==> src/rtl/gemm_pkg.sv <==
// Shared definitions for the GEMM job scheduler.
// Holds the scheduler state encoding, default sizing constants and a helper
// that gives a safe index width for a requester count.
package gemm_pkg;

  localparam int unsigned GEMM_NUM_REQ        = 4;
  localparam int unsigned GEMM_TAG_WIDTH      = 4;
  localparam int unsigned GEMM_TIMEOUT_CYCLES = 1024;

  typedef enum logic [1:0] {
    IDLE     = 2'd0,
    LAUNCH   = 2'd1,
    RUN      = 2'd2,
    COMPLETE = 2'd3
  } sched_state_e;

  // Index width that stays at least one bit wide for a single requester.
  function automatic int unsigned idx_width(input int unsigned n);
    return (n > 1) ? $clog2(n) : 1;
  endfunction

endpackage

==> src/rtl/gemm_rr_arbiter.sv <==
// Round-robin arbiter for the GEMM scheduler.
// Ports:
//   req  - request vector, one bit per requester
//   ptr  - index the search starts from (highest priority this cycle)
//   gnt  - one-hot grant
//   idx  - binary index of the granted requester
//   any  - at least one request is present
// Purely combinational; the owner of ptr advances it after a grant.
module gemm_rr_arbiter
  import gemm_pkg::*;
#(
  parameter  int unsigned NUM_REQ = GEMM_NUM_REQ,
  localparam int unsigned IDX_W   = idx_width(NUM_REQ)
) (
  input  logic [NUM_REQ-1:0] req,
  input  logic [IDX_W-1:0]   ptr,
  output logic [NUM_REQ-1:0] gnt,
  output logic [IDX_W-1:0]   idx,
  output logic               any
);

  int unsigned cand;

  // Scan from ptr upward with wrap; the first asserted request wins.
  always_comb begin
    gnt  = '0;
    idx  = '0;
    any  = 1'b0;
    cand = 0;
    for (int unsigned off = 0; off < NUM_REQ; off++) begin
      cand = (32'(ptr) + off) % NUM_REQ;
      if (!any && req[cand]) begin
        any       = 1'b1;
        gnt[cand] = 1'b1;
        idx       = IDX_W'(cand);
      end
    end
  end

endmodule

==> src/rtl/gemm_sched.sv <==
// GEMM engine job scheduler.
// Shares one GEMM engine among NUM_REQ requesters: grants jobs round-robin,
// pulses the engine start, waits for completion or a run-time timeout and
// emits a one-cycle completion report.
// Ports:
//   iclk, irst    - clock, synchronous active-high reset
//   ireq_valid    - per-requester job request
//   ireq_tag      - per-requester job tag, requester i at [i*TAG_WIDTH +: TAG_WIDTH]
//   oreq_ready    - one-hot accept strobe, combinational, IDLE only
//   ostart        - one-cycle engine start pulse (LAUNCH)
//   idone         - engine completion pulse
//   osel          - requester currently owning the engine
//   ocpl_*        - completion report (valid, id, tag, timeout flag)
//   ostray_cnt    - saturating count of idone pulses seen outside RUN
//   oidle         - scheduler is in IDLE
module gemm_sched
  import gemm_pkg::*;
#(
  parameter  int unsigned NUM_REQ        = GEMM_NUM_REQ,
  parameter  int unsigned TAG_WIDTH      = GEMM_TAG_WIDTH,
  parameter  int unsigned TIMEOUT_CYCLES = GEMM_TIMEOUT_CYCLES,
  localparam int unsigned IDX_W          = idx_width(NUM_REQ)
) (
  input  logic                           iclk,
  input  logic                           irst,
  input  logic [NUM_REQ-1:0]             ireq_valid,
  input  logic [NUM_REQ*TAG_WIDTH-1:0]   ireq_tag,
  output logic [NUM_REQ-1:0]             oreq_ready,
  output logic                           ostart,
  input  logic                           idone,
  output logic [IDX_W-1:0]               osel,
  output logic                           ocpl_valid,
  output logic [IDX_W-1:0]               ocpl_id,
  output logic [TAG_WIDTH-1:0]           ocpl_tag,
  output logic                           ocpl_timeout,
  output logic [7:0]                     ostray_cnt,
  output logic                           oidle
);

  // Room for the terminal count plus one so the increment never wraps early.
  localparam int unsigned CNT_W = $clog2(TIMEOUT_CYCLES + 2);

  sched_state_e           state_q, state_d;
  logic [NUM_REQ-1:0]     arb_gnt;
  logic [IDX_W-1:0]       arb_idx;
  logic                   arb_any;
  logic [IDX_W-1:0]       rr_ptr_q;
  logic [IDX_W-1:0]       grant_q;
  logic [TAG_WIDTH-1:0]   tag_q;
  logic [CNT_W-1:0]       run_cnt_q;
  logic                   accept_c;
  logic                   cpl_c;
  logic                   cpl_to_c;

  gemm_rr_arbiter #(
    .NUM_REQ (NUM_REQ)
  ) u_arb (
    .req (ireq_valid),
    .ptr (rr_ptr_q),
    .gnt (arb_gnt),
    .idx (arb_idx),
    .any (arb_any)
  );

  // State register.
  always_ff @(posedge iclk) begin
    if (irst) state_q <= IDLE;
    else      state_q <= state_d;
  end

  // Next-state and combinational strobes; reset suppresses any grant.
  always_comb begin
    state_d    = state_q;
    oreq_ready = '0;
    accept_c   = 1'b0;
    cpl_c      = 1'b0;
    cpl_to_c   = 1'b0;
    unique case (state_q)
      IDLE: begin
        if (arb_any && !irst) begin
          oreq_ready = arb_gnt;
          accept_c   = 1'b1;
          state_d    = LAUNCH;
        end
      end
      LAUNCH: state_d = RUN;
      RUN: begin
        // A done pulse on the terminal cycle wins over the timeout.
        if (idone) begin
          cpl_c   = 1'b1;
          state_d = COMPLETE;
        end else if (run_cnt_q == CNT_W'(TIMEOUT_CYCLES)) begin
          cpl_c    = 1'b1;
          cpl_to_c = 1'b1;
          state_d  = COMPLETE;
        end
      end
      COMPLETE: state_d = IDLE;
      default:  state_d = IDLE;
    endcase
  end

  // Job bookkeeping, run counter and registered outputs.
  always_ff @(posedge iclk) begin
    if (irst) begin
      rr_ptr_q     <= '0;
      grant_q      <= '0;
      tag_q        <= '0;
      run_cnt_q    <= '0;
      ostart       <= 1'b0;
      ocpl_valid   <= 1'b0;
      ocpl_id      <= '0;
      ocpl_tag     <= '0;
      ocpl_timeout <= 1'b0;
      ostray_cnt   <= '0;
      oidle        <= 1'b1;
    end else begin
      if (accept_c) begin
        grant_q  <= arb_idx;
        tag_q    <= ireq_tag[32'(arb_idx)*TAG_WIDTH +: TAG_WIDTH];
        rr_ptr_q <= (arb_idx == IDX_W'(NUM_REQ - 1)) ? '0 : arb_idx + IDX_W'(1);
      end

      // First RUN cycle sees a count of 1.
      if (state_q == LAUNCH)   run_cnt_q <= CNT_W'(1);
      else if (state_q == RUN) run_cnt_q <= run_cnt_q + CNT_W'(1);
      else                     run_cnt_q <= '0;

      ostart     <= (state_d == LAUNCH);
      oidle      <= (state_d == IDLE);
      ocpl_valid <= cpl_c;
      if (cpl_c) begin
        ocpl_id      <= grant_q;
        ocpl_tag     <= tag_q;
        ocpl_timeout <= cpl_to_c;
      end

      if (idone && (state_q != RUN) && (ostray_cnt != 8'hFF))
        ostray_cnt <= ostray_cnt + 8'd1;
    end
  end

  assign osel = grant_q;

endmodule

==> config.mk <==
export PLATFORM = sky130hd
export DESIGN_NAME = gemm_sched
export DESIGN_NICKNAME = d
export VERILOG_FILES = /design/src/rtl/gemm_pkg.sv /design/src/rtl/gemm_rr_arbiter.sv /design/src/rtl/gemm_sched.sv
export SDC_FILE = /design/constraint.sdc
export NUM_CORES = 1
export LEC_CHECK = 0
export ABC_CLOCK_PERIOD_IN_PS = 3350
export BUFFER_PORTS_ARGS = -buffer_cell sky130_fd_sc_hd__buf_2
export CORE_MARGIN = 2
export CORE_UTILIZATION = 55
export CTS_BUF_LIST = sky130_fd_sc_hd__clkbuf_16
export CTS_CLUSTER_DIAMETER = 40
export DETAILED_ROUTE_END_ITERATION = 8
export GPL_TIMING_DRIVEN = 0
export HOLD_SLACK_MARGIN = 0.12
export PLACE_DENSITY_LB_ADDON = 0.05
export SYNTH_ARGS = -nofsm -noshare
export SYNTH_HDL_FRONTEND = slang
export SYNTH_HIERARCHICAL = 1
export SYNTH_SLANG_ARGS = --single-unit
==> constraint.sdc <==
create_clock -name iclk -period 3.35 [get_ports iclk]
set_input_delay 0 -clock iclk [delete_from_list [all_inputs] [get_ports iclk]]
set_output_delay 0 -clock iclk [all_outputs]
set_load 0.02 [all_outputs]
==> results of run 1 <==
## metrics by stage
stage | power, mW | worst slack [ns] | cell area (sq um)
2_1_floorplan | 1.29 | 0.469 | 2280
3_3_place_gp | 1.47 | 0.117 | 2570
3_5_place_dp | 1.49 | 0.0672 | 2570
4_1_cts | 1.96 | 0.0654 | 2720
5_1_grt | 2.09 | 0.0252 | 2720
6_report | 1.96 | 0.237 | 2720
## state kept, by name, indices dropped and copies added (netlist names), 2 cells and up
name / count
osel: 2
ostray_cnt: 8
run_cnt_q: 11
ocpl_tag: 4
tag_q: 4
rr_ptr_q: 2
state_q: 2
ocpl_id: 2
## power groups by stage
stage          logic, mW  registers (mW)  clock network [mW]
2_1_floorplan      0.657           0.632                   0
3_3_place_gp       0.868           0.603                   0
3_5_place_dp       0.886           0.606                   0
4_1_cts            0.889           0.598               0.478
5_1_grt            0.985           0.607               0.496
6_report           0.893           0.598               0.469
## cell families (layout without fill, tap and decap cells)
group	after synthesis	after routing	share of synthesized area [%]
buf+inv	20	74	4.11
fa+ha+maj	12	12	6.58
flops	39	39	34.2
xor+xnor	3	3	1.15
mux	16	16	12.1
compound gates	63	63	18.7
simple gates	88	88	23.2
## critical path: cells and delay by family (launching register included)
family,cells,cell delay [ns]
muxes,2,0.86
DFF,1,0.53
adders and majority gates,1,0.39
buffers and inverters,3,0.61
AOI/OAI and AO/OA,3,0.27
and+or+nand+nor,2,0.32
## cell type report
type	instances	area (sq um)	area share, %
Multi-Input combinational cell	182	1410	51.7
Sequential cell	39	781	28.7
Timing Repair Buffer	46	230	8.46
Clock buffer	5	125	4.60
Tap cell	50	62.6	2.30
Buffer	11	61.3	2.25
Inverter	9	33.8	1.24
Clock inverter	3	20.0	0.736
## worst paths after layout
check / start / end / depth (start not counted)
setup / recovery: rr_ptr_q[1] / tag_q[1] / 11
hold / removal: idone / ostray_cnt[2] / 3
hold reg to reg: ocpl_tag[2] / ocpl_tag[2] / 1
setup reg to reg: rr_ptr_q[1] / tag_q[1] / 11
## cell usage after synthesis, drive strengths merged (2+ instances only)
cell type	n	area, sq um
mux2	3	33.8
a21oi	13	65.1
a31oi	4	25.0
inv	9	33.8
nand4	5	31.3
or4	2	15.0
and2	8	50.1
o21ai	14	70.1
mux2i	5	50.1
or3	4	26.3
dfxtp	39	781
nor2	12	45.0
buf	5	37.5
o31ai	3	22.5
nor2b	3	18.8
nand2	14	52.6
nor3	8	40.0
nand3	5	30.0
a311oi	2	23.8
ha	12	150
a41oi	2	17.5
xnor2	2	17.5
and4b	2	20.0
clkbuf	6	22.5
nor4	3	18.8
and3	3	18.8
a22oi	8	60.1
o2bb2ai	7	61.3
a211oi	3	22.5
nor4b	2	38.8
nand2b	11	68.8
mux4	8	191
o21a	2	15.0
## layer usage
metal	vias up	wire (um)
met1	960	2400
li1	1029	-
met4	0	57
met3	7	225
met2	43	2310
met5	-	0
## repair_timing
| action | 4_1_cts | 5_1_grt |
|---|---|---|
| resized for setup | 0 | 2 |
| buffers inserted | 0 | 0 |
| setup endpoints to repair | 0 | 4 |
==> flow_metrics.env, run 1 <==
export IMPL_period_minus_slack_ns=3.11
export IMPL_grt_util_met1_pct=30.2
export IMPL_place_congestion=0.801
export IMPL_finClkSkew_ns=0.00439
export IMPL_yosysSeqAreaShare_pct=34.2
export IMPL_swShare_pct=38.1
export IMPL_final_hold_violation_count=0
export IMPL_antenna_found_initial=0
export IMPL_required_ns=3.51
export IMPL_synthArstFlopShare_pct=0
export IMPL_finalSetupViolations=0
export IMPL_via_count=2039
export IMPL_final_cell_mix="49 x buf_2, 39 x dfxtp_1, 14 x nand2_1, 14 x o21ai_0, 13 x a21oi_1"
export IMPL_ioPinCount=47
export IMPL_die_x_um=68.4
export IMPL_fmax_mhz=321
export IMPL_max_stage_delay_ns=0.53
export IMPL_cap_violations=0
export IMPL_end_kind="register"
export IMPL_syn_avg_cell_area_sq_um=9.47
export IMPL_fp_row_count=23
export IMPL_p_leak_nw=1.08
export IMPL_rsz0062_at_grt="false"
export IMPL_setup_tns_ns=0
export IMPL_crit_type="reg2reg"
export IMPL_powerDensity_nw_per_um2=720
export IMPL_synth_area_sq_um=2280
export IMPL_routed_wl_um=4990
export IMPL_critPathSlowestCell="dfxtp_1"
export IMPL_area_delta_synth_final_pct=19.2
export IMPL_slew_violations=0
export IMPL_wl_per_cell_um=14.5
export IMPL_grt_busiest_layer="met2"
export IMPL_yosys_most_used_dff="dfxtp_1"
export IMPL_grt_pass1_wl_um=8050
export IMPL_reg2reg_setup_slack_ns=0.24
export IMPL_worst_ep_arrival_time_ns=3.27
export IMPL_final_common_cell="buf_2"
export IMPL_dieHeight_um=68.4
export IMPL_tritoncts="done"
export IMPL_switchingPower_uw=746
export IMPL_vias_per_cell=5.91
export IMPL_p_int_mw=1.21
export IMPL_gr_usage_all_layers_pct=22.8
export IMPL_met3_usage_pct=5.43
export IMPL_slew_headroom_pct=57.0
export IMPL_fill_cells=326
export IMPL_synth_seq_cells=39
export IMPL_power_frac_clock_pct=23.9
export IMPL_first_pass_iters=4
export IMPL_grt_pass1_vias=1768
export IMPL_drive_above_1_share_pct=25.1
export IMPL_crit_fanout=10
export IMPL_ctsRootBufferMaster="clkbuf_16"
export IMPL_clock_sinks=39
export IMPL_core_area_sq_um=4000
export IMPL_drtIter0Drc=141
export IMPL_path_cells="inv_1 > ha_1 > mux4_2 > buf_6 > and2b_2 > o21ai_0 > o31ai_1 > clkbuf_2 > mux4_2 > nand2_1 > o21ai_0"
export IMPL_post_place_cells=337
export IMPL_ctsHoldBuffers=0
export IMPL_syn_num_nets=276
export IMPL_remaining_drc_errors=0
export IMPL_clockBufferDepth=2
export IMPL_worst_pin_slew_ns=0.641
export IMPL_grt_max_degree=14
export IMPL_antenna_cells=0
export IMPL_period_share_pct=92.9
export IMPL_grt_overflow_total=0
export IMPL_hold_ws_ns=0.125
export IMPL_portBuffers=46
export IMPL_synth_cells=241
export IMPL_final_cells=345
export IMPL_detail_route_antenna_nets=0
export IMPL_start_util_pct=57.1
export IMPL_yosysWarnings=6
export IMPL_start_kind="register"
export IMPL_hold_class="in2reg"
export IMPL_die_area_sq_um=4680
export IMPL_clock_latency_ns=0.28
export IMPL_utilization_pct=68.0
export IMPL_fin_nets=329
export IMPL_comb_power_share_pct=45.6
export IMPL_met2_usage_pct=37.0
export IMPL_numCtsBuffers=5
export IMPL_seq_power_share_pct=30.5
export IMPL_synth_distinct_cells=51
export IMPL_cts_htree_levels=2
export IMPL_clkTransAtPathRegs_ns=0.06
export IMPL_ir_drop_uv=448
export IMPL_hpwlAfterDp_um=3660
export IMPL_status="finished clean"
export IMPL_synth_edf_count=0
No activity file was read; power rests on OpenSTA's default activity.
==> run 2, diff against run 1 <==
CELL_PAD_IN_SITES_DETAIL_PLACEMENT = 2   (was not set)
CELL_PAD_IN_SITES_GLOBAL_PLACEMENT = 2   (was not set)
CORE_UTILIZATION = 33   (was 55)
==> flow_metrics.env, run 2 (synthesized netlist as in run 1, its figures left out) <==
export IMPL_final_cell_mix="49 x buf_2, 38 x dfxtp_1, 14 x nand2_1, 14 x o21ai_0, 13 x a21oi_1"
export IMPL_drtIter0Drc=63
export IMPL_reg2reg_setup_slack_ns=0.26
export IMPL_hold_path_depth=4
export IMPL_clock_sinks=39
export IMPL_finalSetupViolations=0
export IMPL_largest_register="run_cnt_q"
export IMPL_rsz0062_at_grt="false"
export IMPL_grt_pass1_wl_um=10700
export IMPL_utilization_pct=40.9
export IMPL_hold_class="in2reg"
export IMPL_comb_power_share_pct=46.3
export IMPL_p_int_mw=1.22
export IMPL_dieHeight_um=87.2
export IMPL_antenna_found_initial=0
export IMPL_die_x_um=87.2
export IMPL_grt_overflow_total=0
export IMPL_power_mw=1.99
export IMPL_grt_max_degree=14
export IMPL_first_pass_iters=4
export IMPL_slew_headroom_pct=53.6
export IMPL_start_util_pct=33.8
export IMPL_status="finished clean"
export IMPL_place_congestion=0.768
export IMPL_reg2reg_to="tag_q[1]"
export IMPL_p_leak_nw=1.08
export IMPL_ir_drop_uv=291
export IMPL_gr_usage_all_layers_pct=17.5
export IMPL_hpwlAfterDp_um=4640
export IMPL_post_place_ws_ns=0.00721
export IMPL_antenna_cells=0
export IMPL_r2r_start="rr_ptr_q[0]"
export IMPL_grt_pass1_vias=2135
export IMPL_clock_latency_ns=0.28
export IMPL_switchingPower_uw=766
export IMPL_swShare_pct=38.5
export IMPL_clockBufferDepth=2
export IMPL_post_cts_setup_buffers=0
export IMPL_fin_nets=329
export IMPL_cap_violations=0
export IMPL_end_kind="register"
export IMPL_largest_reg_flops=11
export IMPL_crit_type="reg2reg"
export IMPL_numCtsBuffers=5
export IMPL_routed_wl_um=6250
export IMPL_holdPathEnd="tag_q[2]"
export IMPL_vias_per_cell=5.56
export IMPL_worst_slack_ns=0.263
export IMPL_via_count=2086
export IMPL_ctsRootBufferMaster="clkbuf_16"
export IMPL_crit_fanout=10
export IMPL_fmax_mhz=324
export IMPL_reg2reg_depth=12
export IMPL_power_frac_clock_pct=23.5
export IMPL_worst_ep_arrival_time_ns=3.25
export IMPL_tritoncts="done"
export IMPL_portBuffers=46
export IMPL_remaining_drc_errors=0
export IMPL_finClkSkew_ns=0.00497
export IMPL_ioPinCount=47
export IMPL_worst_pin_slew_ns=0.692
export IMPL_fill_cells=791
export IMPL_setup_tns_ns=0
export IMPL_required_ns=3.51
export IMPL_seq_power_share_pct=30.2
export IMPL_area_delta_synth_final_pct=21.1
export IMPL_post_place_cells=367
export IMPL_powerDensity_nw_per_um2=720
export IMPL_start_kind="register"
export IMPL_fp_row_count=30
export IMPL_cts_htree_levels=2
export IMPL_hp_start="ireq_tag[2]"
export IMPL_drive_above_1_share_pct=25.1
export IMPL_clkTransAtPathRegs_ns=0.06
export IMPL_final_cells=375
export IMPL_detail_route_antenna_nets=0
export IMPL_layout_top_registers="run_cnt_q x11, ostray_cnt x8"
export IMPL_die_area_sq_um=7600
export IMPL_slew_violations=0
export IMPL_final_hold_violation_count=0
export IMPL_period_share_pct=92.1
export IMPL_final_common_cell="buf_2"
export IMPL_wl_per_cell_um=16.7
export IMPL_period_minus_slack_ns=3.09
export IMPL_core_area_sq_um=6760
run 2: final cells by class:
| class | count | area, sq um | area share [%] |
|---|---|---|---|
| plain buffers | 11 | 63.8 | 2.31 |
| clock buffers | 5 | 125 | 4.53 |
| clock inverters | 3 | 20.0 | 0.725 |
| inverters | 9 | 33.8 | 1.22 |
| multi-input cells | 182 | 1410 | 51.0 |
| flip-flops and latches | 39 | 782 | 28.3 |
| well taps | 80 | 100 | 3.62 |
| repair buffers | 46 | 230 | 8.33 |
run 2: power by group through the flow:
stage	Sequential (mW)	Clock, mW	Combinational (mW)
floorplan	0.632	0	0.657
global placement	0.607	0	0.899
detailed placement	0.610	0	0.925
CTS	0.601	0.485	0.930
global route	0.613	0.508	1.04
finish	0.601	0.468	0.921
run 2: worst max path at each step:
| stage | start | to | cells past startpoint |
|---|---|---|---|
| after floorplan | rr_ptr_q[0] | tag_q[2] | 12 |
| after global placement | rr_ptr_q[1] | tag_q[1] | 11 |
| after detailed placement | rr_ptr_q[1] | tag_q[1] | 11 |
| after CTS | rr_ptr_q[1] | tag_q[1] | 11 |
| after global routing | rr_ptr_q[0] | tag_q[2] | 12 |
| final | rr_ptr_q[0] | tag_q[1] | 12 |
run 2: worst max-delay path, cell delays in order, from the launching register on:
cell and delay [ns]:
dfxtp_1 0.44, buf_6 0.19, inv_1 0.07, ha_1 0.37, mux4_2 0.33, buf_6 0.16
and2b_2 0.26, o21ai_0 0.09, o31ai_1 0.13, buf_4 0.25, mux4_2 0.50, nand2_1 0.09
o21ai_0 0.08
run 2: metal layers:
layer  vias to the layer above  track usage [%]  wire [um]
li1                       1020                -          -
met1                      1016             24.4       3030
met2                        44             28.6       2920
met3                         6             3.32        258
met4                         0             3.08         46
met5                         -                0          0
run 2: what timing repair did:
| action | in CTS | in global routing |
|---|---|---|
| hold endpoints to repair | 0 | 0 |
| hold buffers | 0 | 0 |
| gates resized for setup | 0 | 6 |
| endpoints found under the setup margin | 0 | 4 |
run 2: per-stage QoR:
step	cell area [sq um]	hold slack (ns)
after detailed placement	2610	0.420
after floorplan	2280	0.208
after global routing	2760	0.163
after CTS	2760	0.140
after global placement	2610	0.415
final	2760	0.139
